<file path="src/rtl/or1200_dc_wb_burst.sv">
// Wishbone B3 bus sequencer for the data cache.
// Turns biu_read/biu_write requests (single word or wrapped line burst)
// into classic or incrementing-wrap Wishbone cycles, with retry and abort.
module or1200_dc_wb_burst #(
    parameter int BEATS     = 4,
    parameter int RTY_DELAY = 2
) (
    input  logic                       clk,
    input  logic                       rst,
    input  logic                       biu_read,
    input  logic                       biu_write,
    input  logic                       burst,
    input  logic [31:0]                biu_addr,
    input  logic [3:0]                 biu_sel,
    input  logic [31:0]                biu_do,
    output logic [31:0]                biu_di,
    output logic                       biudata_valid,
    output logic                       biudata_error,
    output logic [$clog2(BEATS)-1:0]   biu_beat,
    output logic                       biu_busy,
    output logic                       wb_cyc_o,
    output logic                       wb_stb_o,
    output logic                       wb_we_o,
    output logic [31:0]                wb_adr_o,
    output logic [3:0]                 wb_sel_o,
    output logic [31:0]                wb_dat_o,
    output logic [2:0]                 wb_cti_o,
    output logic [1:0]                 wb_bte_o,
    input  logic                       wb_ack_i,
    input  logic                       wb_err_i,
    input  logic                       wb_rty_i,
    input  logic [31:0]                wb_dat_i
);

    localparam int         L          = $clog2(BEATS);
    localparam logic [1:0] BTE_BURST  = (BEATS == 4) ? 2'b01 : (BEATS == 8) ? 2'b10 : 2'b11;
    localparam logic [2:0] CTI_SINGLE = 3'b000;
    localparam logic [2:0] CTI_INCR   = 3'b010;
    localparam logic [2:0] CTI_END    = 3'b111;

    typedef enum logic [1:0] {IDLE, XFER, RETRY, WAITREL} state_t;

    state_t         state_q, state_d;
    logic [L-1:0]   cnt_q, cnt_d;      // beats remaining after the current one
    logic [L-1:0]   beat_q, beat_d;
    logic [29:0]    adr_q, adr_d;      // word address of the current beat
    logic           we_q, we_d;
    logic           burst_q, burst_d;
    logic [3:0]     sel_q, sel_d;      // effective byte lanes (4'hF for bursts)
    logic [3:0]     rty_q, rty_d;
    logic [2:0]     cti_q, cti_d;
    logic [1:0]     bte_q, bte_d;
    logic           cyc_q, cyc_d;

    logic req;
    logic xfer_live;
    logic beat_ack;

    assign req       = biu_read | biu_write;
    // A dropped request inside XFER is an abort: no termination is reported.
    assign xfer_live = (state_q == XFER) && req;
    assign beat_ack  = xfer_live && wb_ack_i && !wb_err_i && !wb_rty_i;

    // State and registered bus outputs, synchronous active-low reset.
    always_ff @(posedge clk) begin
        // NOTE: sequential state uses non-blocking assignments so every flop samples pre-edge values.
        if (!rst) begin
            state_q <= IDLE;
            cnt_q   <= '0;
            beat_q  <= '0;
            adr_q   <= '0;
            we_q    <= 1'b0;
            burst_q <= 1'b0;
            sel_q   <= '0;
            rty_q   <= '0;
            cti_q   <= '0;
            bte_q   <= '0;
            cyc_q   <= 1'b0;
        end else begin
            state_q <= state_d;
            cnt_q   <= cnt_d;
            beat_q  <= beat_d;
            adr_q   <= adr_d;
            we_q    <= we_d;
            burst_q <= burst_d;
            sel_q   <= sel_d;
            rty_q   <= rty_d;
            cti_q   <= cti_d;
            bte_q   <= bte_d;
            cyc_q   <= cyc_d;
        end
    end

    // Next state plus beat counter / address / request-attribute updates.
    always_comb begin
        // NOTE: every signal gets a hold default first, so no path through the case infers a latch.
        state_d = state_q;
        cnt_d   = cnt_q;
        beat_d  = beat_q;
        adr_d   = adr_q;
        we_d    = we_q;
        burst_d = burst_q;
        sel_d   = sel_q;
        rty_d   = rty_q;
        bte_d   = bte_q;
        case (state_q)
            IDLE: begin
                if (req) begin
                    state_d = XFER;
                    we_d    = !biu_read;           // read wins when both are set
                    burst_d = burst;
                    adr_d   = biu_addr[31:2];
                    sel_d   = burst ? 4'hF : biu_sel;
                    cnt_d   = burst ? L'(BEATS - 1) : '0;
                    beat_d  = '0;
                    bte_d   = burst ? BTE_BURST : 2'b00;
                end
            end
            XFER: begin
                if (!req) begin
                    state_d = IDLE;
                end else if (wb_err_i) begin
                    state_d = WAITREL;
                end else if (wb_rty_i) begin
                    state_d = RETRY;
                    rty_d   = 4'(RTY_DELAY - 1);
                end else if (wb_ack_i) begin
                    if (cnt_q == '0) begin
                        state_d = WAITREL;
                    end else begin
                        cnt_d  = cnt_q - L'(1);
                        beat_d = beat_q + L'(1);
                        // Only the in-line word bits advance, so the burst wraps inside the line.
                        adr_d  = {adr_q[29:L], adr_q[L-1:0] + L'(1)};
                    end
                end
            end
            RETRY: begin
                if (!req) begin
                    state_d = IDLE;
                end else if (rty_q == '0) begin
                    state_d = XFER;
                end else begin
                    rty_d = rty_q - 4'd1;
                end
            end
            WAITREL: begin
                if (!req) begin
                    state_d = IDLE;
                end
            end
            default: state_d = IDLE;
        endcase
    end

    // Next values of registered bus outputs and the combinational beat status.
    always_comb begin
        cyc_d         = (state_d == XFER);
        cti_d         = !burst_d ? CTI_SINGLE : (cnt_d == '0) ? CTI_END : CTI_INCR;
        biudata_valid = beat_ack;
        biudata_error = xfer_live && wb_err_i;
        biu_busy      = (state_q != IDLE);
    end

    assign wb_cyc_o = cyc_q;
    assign wb_stb_o = cyc_q;
    assign wb_we_o  = we_q;
    assign wb_adr_o = {adr_q, 2'b00};
    assign wb_sel_o = sel_q;
    assign wb_cti_o = cti_q;
    assign wb_bte_o = bte_q;
    assign wb_dat_o = biu_do;
    assign biu_di   = wb_dat_i;
    assign biu_beat = beat_q;

endmodule

</file>
<file path="config.mk">
export PLATFORM = sky130hd
export DESIGN_NAME = or1200_dc_wb_burst
export DESIGN_NICKNAME = d
export VERILOG_FILES = /design/src/rtl/or1200_dc_wb_burst.sv
export SDC_FILE = /design/constraint.sdc
export NUM_CORES = 1
export LEC_CHECK = 0
export ABC_CLOCK_PERIOD_IN_PS = 2350
export BUFFER_PORTS_ARGS = -buffer_cell sky130_fd_sc_hd__buf_2
export CAP_MARGIN = 20
export CORE_MARGIN = 10
export CORE_UTILIZATION = 39
export CTS_CLUSTER_DIAMETER = 40
export DETAILED_ROUTE_END_ITERATION = 16
export PLACE_DENSITY = 0.93
export SYNTH_ARGS = -nofsm -noshare
export SYNTH_HDL_FRONTEND = slang
export SYNTH_SLANG_ARGS = --single-unit
</file>
<file path="constraint.sdc">
create_clock -name clk -period 2.35 [get_ports clk]
set_input_delay 0.705 -clock clk [delete_from_list [all_inputs] [get_ports clk]]
set_output_delay 0.705 -clock clk [all_outputs]
set_load 0.05 [all_outputs]
</file>
Word-level counts from Yosys, hierarchy flattened

Index checks and enable logic that the tools add are counted.

Register bits after elaboration: 52
Bits of input ports: 108
Output and inout port bits: 113
Word-level logic and storage cells: 94

Add/sub/neg operators: 4
Equality and inequality tests: 13
Muxes and demuxes: 43
Bitwise operators: 2
Reductions and logical operators: 20

Operators by type and width:

| operator            | number |
|---|---|
| $pmux 30 s2         | 1 |
| $mux 2              | 27 |
| $mux 30             | 1 |
| $mux 4              | 6 |
| $ne 2x2->1 const B  | 9 |
| $pmux 2 s2          | 2 |
| $pmux 2 s4          | 1 |
| $pmux 4 s2          | 1 |
| $reduce_and 7->1    | 1 |
| $logic_not 2->1     | 3 |
| $reduce_and 6->1    | 1 |
| $reduce_bool 2->1   | 3 |
| $logic_and 1x1->1   | 5 |
| $add 2x1->2 const B | 2 |
| $eq 2x1->1 const B  | 2 |
| $eq 2x2->1 const B  | 2 |
| $logic_not 4->1     | 1 |
| $reduce_and 2->1    | 2 |
| $sub 4x1->4 const B | 1 |
| $logic_not 1->1     | 3 |
| $mux 1              | 3 |
| $mux 3              | 1 |
| $reduce_and 3->1    | 1 |
| $sub 2x1->2 const B | 1 |
| other kinds (2)     | 2 |

Depth between registers and ports, before layout

Gate-level depths: netlist of run 1.

Depth in word-level cells: 9
Gate-level depth with buffers: 6

Least setup slack after synthesis of run 1

Ideal clock, no wire load.

Path kind: in2out
Start: input wb_err_i
End: output biudata_valid
Arrival: 2260 ps
Data required time: 1645 ps
Setup slack: -615 ps
Stages on the path: 3
Cell sequence: or3b_1 > buf_2 > nor3_1

Word-level cells in the longest chain between the ends: 3

Ends and longest elaborated chain:

| element                        | RTL line | RTL |
|---|---|---|
| from (decl)                    | 30       | `input logic wb_err_i,` |
| $logic_not 1->1                | 62       | `assign beat_ack = xfer_live && wb_ack_i && !wb_err_i && !wb_rty_i;` |
| $logic_and 1x1->1 (2 in a row) | 62       |  |
| to (decl)                      | 17       | `output logic biudata_valid,` |

No other way between the ends.

Final worst setup path of run 1

Ends and elaborated chain as after synthesis.

==> impl_metrics.toml, run 1 <==
[synthesis]
synth.area.top_cells = "dfxtp_1 (38%), buf_4 (20%), nand2_1 (9.9%), a21boi_0 (9.5%), clkbuf_1 (1.9%)"
syn_area_sq_um = 2620
async_flop_share_pct = 0
synthesis.instances = 317
ys_types = 42
yosys.area.top_type_share_pct = 38.3
synth_ff_type = "dfxtp_1"
seq_area_frac_synth_pct = 38.3
ys_warn_count = 0
synth.largest_area_cell = "dfxtp_1"
yosys_register_bits = 50
syn_area_per_cell_sq_um = 8.25
synth-edff-count = 0

[hold_path]
min_path_type = "reg2reg"
hold_depth = 2

[pwr]
power_density_nw_per_um2 = 742
p_leak_nw = 1.28
ir_drop_v = 0.000383
p_total_w = 0.00206

[setup_path]
cp.required_ps = 1640
timing_worst_setup_path_type = "in2out"
crit_fanout = 2
critPathLaunchType = "primary input"
cp-end-kind = "primary output"
crit_arrival_ps = 1580
r2r.worst_path.cells = 6

[clocking]
clock-root-buffer = "clkbuf_8"
worstSkewPairLatency_ps = 300
post_cts.repair.setup_buffers = 0
htree_levels = 2
cts_tree = "yes"
path_clk_slew_ps = 90
numCtsBuffers = 5
cts_buffer_depth = 2
cts.sinks = 50

[drt]
drt-initial-drc-count = 65
route.detailed.drc = 0
routed_wl_mm = 6.32
detail-route-antenna-nets = 0
vias_per_cell = 5.07
drt_pass1_iterations = 4
routedWlPerCell_um = 15.2
num_vias = 2110

[placement]
routabilityCongestion = 0.810
dpl.cell_count = 408
dpl_cell_area_sq_um = 2660
dpl.hpwl_mm = 4.94
place.port_buffers = 87

[floorplan]
rows = 29
core_area_sq_um = 6420
io_pins = 221
die-area_sq_um = 10400
die_w_um = 102
fp.dieH_um = 102
initial_core_util_pct = 40.7

[timing]
finalCritPeriodShare_pct = 97.4
hold_violations = 0
skew_ps = 11.2
rsz0062_at_grt = "false"
final_max_slew_viol_count = 0
fmax_ghz = 0.437
tightest_slew_ps = 509
relSlewSlack_pct = 66.1
setup_violations = 0
period_needed_ps = 2290

[global_routing]
use_met1_pct = 11.7
met3_usage_pct = 6.07
gr-usage-all-layers_pct = 11.8
grt_pass1_vias = 2110
globalRouteOverflowTotal = 0
grt-busiest-layer = "met2"
grt_max_degree = 34
antenna_found_initial = 0
grt_pass1_wl_mm = 10.0
met2_usage_pct = 20.4

[cells_and_area]
fillers = 640
final_util_pct = 43.2
ff_latch_area_sq_um = 1000
design_area_sq_um = 2770
drive_gt1_share_pct = 33.0
multi_input_area_sq_um = 1040
syn_to_final_growth_pct = 5.93
fin_nets = 447
diodes = 0
final-instance-count-excl-fill = 416

[run_status]
status = "complete, no violations"

[flow_run]
maxCapViolCount = 0
[critical path: stages]
cell	delay, ps
buf_2	100
or3b_1	420
nor3_2	130
buf_4	220
[per-layer routing]
| layer | wire length, um | up-vias |
|---|---|---|
| met5 | 0 | - |
| met2 | 3030 | 97 |
| met4 | 154 | 0 |
| met3 | 794 | 30 |
| li1 | - | 1017 |
| met1 | 2340 | 966 |
[report_power, final]
group / switching (W) / total [W] / leakage [nW] / internal, W
sequential: 0.0000354 / 0.000943 / 0.411 / 0.000908
clock: 0.000277 / 0.000595 / 0.0514 / 0.000318
combinational: 0.000374 / 0.000519 / 0.816 / 0.000145
[layout by cell type (no fill, tap or decap), drive strengths merged, types with 2 or more instances in the layout]
master,Yosys,layout
a21boi,33,33
a21oi,3,3
and3,3,3
buf,71,96
clkbuf,13,6
conb,1,3
dfxtp,50,50
inv,4,4
mux2i,2,2
nand2,69,69
nand3,3,3
nand3b,2,2
nand4b,2,2
nor2,11,11
nor2b,5,5
nor3,7,7
nor3b,6,6
o211a,2,2
o21a,3,3
o21ai,5,5
o31ai,2,2
or3b,2,2
[worst paths after layout]
path,slack (ps),from,endpoint
max,60,wb_err_i,biudata_valid
min,460,adr_q[18],adr_q[18]
max reg2reg,520,rty_q[0],rty_q[0]
min reg2reg,460,adr_q[18],adr_q[18]
[timing repair]
item,CTS,global route
gates resized for setup,1,0
hold buffers,0,0
setup endpoints to repair,1,0
[cell type report]
class | instances | area share, %
timing repair buffer | 96 | 18.2
inverter | 4 | 0.542
tap | 77 | 3.48
multi-input combinational | 181 | 37.7
sequential | 50 | 36.1
clock inverter | 2 | 1.35
clock buffer | 6 | 2.62
[per-stage QoR]
stage               hold slack, ps  setup TNS, ps  setup slack (ps)
finish                         462              0              61.1
global route                   488              0              36.0
CTS                            467              0              53.5
detailed placement             453          -4.14             -4.14
global placement               446          -16.2             -16.2
floorplan                      428           -180              -180
[cell usage after synthesis, drive strengths merged, types with 2 or more instances]
| cell type | n |
|---|---|
| o211a | 2 |
| mux2i | 2 |
| o21ai | 5 |
| nor3b | 6 |
| or3b | 2 |
| nor2b | 5 |
| a21oi | 3 |
| nand3b | 2 |
| o21a | 3 |
| and3 | 3 |
| clkbuf | 13 |
| o31ai | 2 |
| dfxtp | 50 |
| nand2 | 69 |
| nand3 | 3 |
| nand4b | 2 |
| inv | 4 |
| buf | 71 |
| nor3 | 7 |
| a21boi | 33 |
| nor2 | 11 |
[sequential cells by signal, indices dropped and copies added (netlist names)]
signal    cells
wb_cti_o      2
state_q       2
burst_q       1
adr_q        30
wb_bte_o      1
wb_we_o       1
rty_q         4
wb_cyc_o      1
wb_sel_o      4
cnt_q         2
biu_beat      2
[cell families (layout without fill, tap and decap cells)]
logic type / Yosys count / in the layout / synth area share, %
DFF: 50 / 50 / 38.3
other: 1 / 3 / 0.143
AOI/OAI and AO/OA: 58 / 58 / 16.7
adders and majority gates: 1 / 1 / 0.478
and+or+nand+nor: 117 / 117 / 21.0
muxes: 2 / 2 / 0.765
buffers and inverters: 88 / 108 / 22.6
Note: power is estimated with default switching activity, not from simulation.
==> run 2: changes to the inputs <==
ABC_CLOCK_PERIOD_IN_PS = 2000   (was 2350)
CORE_UTILIZATION = 35   (was 39)
PLACE_DENSITY = 0.89   (was 0.93)
clock period = 2 ns   (was 2.35 ns; I/O delays follow)
==> run 2 against run 1 <==
  * The flow now finishes with violations (negative setup slack)
  * Die area rose by 9.1%
  * Flip-flop and latch count did not move
  * Clock skew rose by 1.6 ps
  * Via count fell by 0.24%
  * Combinational power rose by 24%
  * First-iteration DRC count fell by 12%
  * Largest power group unchanged
==> impl_metrics.toml, run 2 (synthesis gave the netlist of run 1 again) <==
[run_status]
status = "finished with violations"
violations = "negative setup slack"

[timing]
fmax_ghz = 0.494
rsz0062_at_grt = "true"
skew_ps = 12.8
final_max_slew_viol_count = 0
setup_violations = 1
relSlewSlack_pct = 64.1
period_needed_ps = 2020
finalCritPeriodShare_pct = 101
tightest_slew_ps = 539
hold_ws_ps = 461
fin_tns_setup_ps = -24.8
setup_ws_ps = -24.8
hold_violations = 0

[global_routing]
gr-usage-all-layers_pct = 11.5
globalRouteOverflowTotal = 0
grt_pass1_wl_mm = 10.8
antenna_found_initial = 0
grt_max_degree = 35
grt_pass1_vias = 2248

[placement]
dpl.cell_count = 435
routabilityCongestion = 0.779
dpl.hpwl_mm = 5.26
place.port_buffers = 87
dp_slack_ps = -151
dpl_cell_area_sq_um = 2740

[clocking]
cts_buffer_depth = 2
numCtsBuffers = 5
path_clk_slew_ps = 80
hold_buffers = 0
clock-root-buffer = "clkbuf_8"
cts_tree = "yes"
worstSkewPairLatency_ps = 310
post_cts.repair.setup_buffers = 0
cts.sinks = 50
htree_levels = 2

[pwr]
power_density_nw_per_um2 = 829
p_leak_nw = 1.31
ir_drop_v = 0.000351

[floorplan]
die-area_sq_um = 11300
die_w_um = 106
rows = 31
initial_core_util_pct = 36.1
io_pins = 221
fp.dieH_um = 106
core_area_sq_um = 7250

[cells_and_area]
diodes = 0
regMostFlops = "adr_q"
largest_register_ffs = 30
final-instance-count-excl-fill = 443
syn_to_final_growth_pct = 9.09
final_common_cell = "buf_2"
design_area_sq_um = 2850
layout_common_cells = "buf_2 (85), nand2_1 (69), dfxtp_1 (50), a21boi_0 (33), buf_4 (13)"
fin_nets = 452
drive_gt1_share_pct = 34.9
fillers = 756

[drt]
drt_pass1_iterations = 4
vias_per_cell = 4.75
num_vias = 2105
routed_wl_mm = 6.76
drt-initial-drc-count = 57
routedWlPerCell_um = 15.3
detail-route-antenna-nets = 0
route.detailed.drc = 0

[setup_path]
r2r.worst_path.cells = 6
critPathLaunchType = "primary input"
cp-end-kind = "primary output"
timing_worst_setup_path_type = "in2out"
cp.required_ps = 1400
crit_fanout = 2
crit_arrival_ps = 1420

[hold_path]
min_path_type = "reg2reg"
hold_depth = 2

[flow_run]
maxCapViolCount = 0
[run 2: changes by cell type in the layout (fill, tap and decap cells not counted), sizes merged]
cell	previous run	this run
clkbuf	6	7
clkinv	0	1
buf	96	101
clkinvlp	1	0
bufinv	1	0
[run 2: worst paths after layout]
path         startpoint       endpoint  slack [ps]
max            wb_rty_i  biudata_valid         -20
min reg2reg   adr_q[26]      adr_q[26]         460
max reg2reg    rty_q[0]       rty_q[0]         160
min           adr_q[26]      adr_q[26]         460
[run 2: repair_timing]
| item | 4_1_cts | 5_1_grt |
|---|---|---|
| gates resized for setup | 5 | 2 |
| pin swaps | 0 | 0 |
| gates cloned | 0 | 0 |
| endpoints found under the hold margin | 0 | 0 |
| setup endpoints to repair | 1 | 3 |
[run 2: per-stage QoR]
| step | total power [W] | util (%) |
|---|---|---|
| after global placement | 0.00175 | 37.7 |
| after floorplan | 0.00192 | - |
| after detailed placement | 0.00177 | 37.7 |
| after global routing | 0.00250 | 39.3 |
| final | 0.00237 | 39.3 |
| after CTS | 0.00240 | 39.3 |
[run 2: worst max-delay path, cell delays in order]
cell	delay, ps
buf_2	110
or3b_4	390
nor3_4	140
buf_6	180
[run 2: final cells by class]
cell class | count | area, sq um | area share (%)
sequential | 50 | 1000 | 35.1
clock inverter | 1 | 5.00 | 0.175
multi-input combinational | 181 | 1060 | 37.0
clock buffer | 7 | 86.3 | 3.02
inverter | 4 | 15.0 | 0.526
timing repair buffer | 101 | 566 | 19.8
tap | 99 | 124 | 4.34
[run 2: power breakdown]
part           switching (W)  total [W]  leakage (nW)  internal (W)
Combinational       0.000451   0.000641         0.851      0.000190
Clock               0.000337   0.000617        0.0482      0.000280
Sequential         0.0000404    0.00111         0.411       0.00107
Total               0.000829    0.00237          1.31       0.00154
[run 2: routing by layer]
layer / global-route usage, % / part of all wire [%] / vias up
met1: 11.7 / 40 / 960
met5: 0 / 0 / -
met4: 6.00 / 3.9 / 0
met3: 5.74 / 10 / 25
met2: 19.2 / 46 / 94
li1: - / - / 1026
==> run 3: changes to the inputs <==
CORE_UTILIZATION = 28   (was 35)
PLACE_DENSITY = 0.76   (was 0.89)
==> run 3 against run 2 <==
  * Critical path depth stayed put
  * Power is 2.9% higher
  * Hold slack better by 3.0 ps
  * Clock skew is 4.8 ps lower
  * First-iteration DRC count is 47% higher
  * Fmax is 0.36% lower
  * The flow still finishes with violations (negative setup slack)
  * Non-clock buffer count is 1 higher
  * Highest routed layer unchanged
  * Sequential power hardly changed
  * Core utilization is 7.5 points lower
  * Combinational power is 0.8% higher
  * Worst setup slack worse by 7.2 ps
  * Sequential share of layout area is 0.78 points lower
  * Critical endpoint unchanged
==> impl_metrics.toml, run 3 (synthesis gave the netlist of run 1 again) <==
[placement]
dpl_cell_area_sq_um = 2770
dp_slack_ps = -123
place.port_buffers = 87
dpl.hpwl_mm = 5.17
routabilityCongestion = 0.760

[pwr]
p_leak_nw = 1.33
ir_drop_v = 0.000381
power_density_nw_per_um2 = 834

[cells_and_area]
fin_nets = 453
final_common_cell = "buf_2"
layout_common_cells = "buf_2 (83), nand2_1 (69), dfxtp_1 (50), a21boi_0 (33), buf_4 (14)"
largest_register_ffs = 30
drive_gt1_share_pct = 35.7
diodes = 0
regMostFlops = "adr_q"
design_area_sq_um = 2920
syn_to_final_growth_pct = 11.6

[hold_path]
min_path_type = "reg2reg"

[clocking]
worstSkewPairLatency_ps = 300
htree_levels = 2
clock-root-buffer = "clkbuf_8"
cts.sinks = 50
cts_buffer_depth = 2
hold_buffers = 0
path_clk_slew_ps = 90
numCtsBuffers = 5
cts_tree = "yes"

[timing]
hold_violations = 0
setup_ws_ps = -32.0
skew_ps = 8.00
final_max_slew_viol_count = 0
relSlewSlack_pct = 66.3
fmax_ghz = 0.492
setup_violations = 1
hold_ws_ps = 464
period_needed_ps = 2030
finalCritPeriodShare_pct = 102
tightest_slew_ps = 505
rsz0062_at_grt = "true"

[drt]
route.detailed.drc = 0
routed_wl_mm = 6.75
wl_met2_mm = 3.18
wl_met3_um = 767
drt_pass1_iterations = 4
met1_length_mm = 2.64
detail-route-antenna-nets = 0
vias_per_cell = 4.61
num_vias = 2100
routedWlPerCell_um = 14.8
top_layer = "met4"
drt-initial-drc-count = 84

[setup_path]
critPathLaunchType = "primary input"
cp_slowest_cell = "or3b_4"
crit_arrival_ps = 1430
crit_fanout = 2
crit_path_frequent_cell = "buf_6"
cpPeakStageDelay_ps = 410
cp-end-kind = "primary output"
crit_chain = "buf_6 -> or3b_4 -> nor3_4 -> buf_6"
cp.required_ps = 1400
timing_worst_setup_path_type = "in2out"

[global_routing]
gr-usage-all-layers_pct = 9.42
grt_pass1_wl_mm = 10.2
grt_pass1_vias = 2130
antenna_found_initial = 0
globalRouteOverflowTotal = 0
grt_max_degree = 26

[floorplan]
die-area_sq_um = 13600
core_area_sq_um = 9150
fp.dieH_um = 117
rows = 35
io_pins = 221
die_w_um = 117
initial_core_util_pct = 28.6

[run_status]
status = "finished with violations"
violations = "negative setup slack"

[flow_run]
maxCapViolCount = 0
-- run 3: final timing paths --
check	from	endpoint	slack [ps]	depth (start not counted)
worst min-delay path	adr_q[25]	adr_q[25]	460	2
worst max register to register	rty_q[0]	rty_q[0]	210	6
worst min register to register	adr_q[25]	adr_q[25]	460	2
worst max-delay path	wb_err_i	biudata_valid	-30	4
-- run 3: final cells by class --
cell class | count | area, sq um
multi-input cells | 181 | 1060
flip-flops and latches | 50 | 1000
clock buffers | 8 | 110
inverters | 4 | 15.0
repair buffers | 102 | 594
well taps | 111 | 139
fillers | 949 | 6230
-- run 3: critical path: cells and delay by family --
family	cells	cell delay, ps
simple gates	2	560
buf+inv	2	270
-- run 3: layer usage --
metal | GRT usage [%] | vias up
li1 | - | 1027
met5 | 0 | -
met2 | 15.5 | 97
met4 | 4.45 | 0
met3 | 5.08 | 22
met1 | 9.61 | 954
-- run 3: repair_timing --
item	CTS	global route
endpoints found under the hold margin	0	0
setup buffers	0	0
endpoints found under the setup margin	1	3
resized for setup	5	6
-- run 3: power by group --
part           switching (W)  internal (W)  leakage [nW]
Sequential         0.0000439       0.00107         0.411
Combinational       0.000450      0.000195         0.862
Clock               0.000328      0.000350        0.0575
-- run 3: through the flow --
step / utilization (%) / setup TNS, ps / cells / power (W)
floorplan: - / -320 / 319 / 0.00192
global placement: 30.3 / -310 / 448 / 0.00176
detailed placement: 30.3 / -386 / 448 / 0.00178
CTS: 31.7 / -5.71 / 456 / 0.00248
global route: 31.9 / -60.4 / 456 / 0.00257
finish: 31.9 / -32.0 / 456 / 0.00243
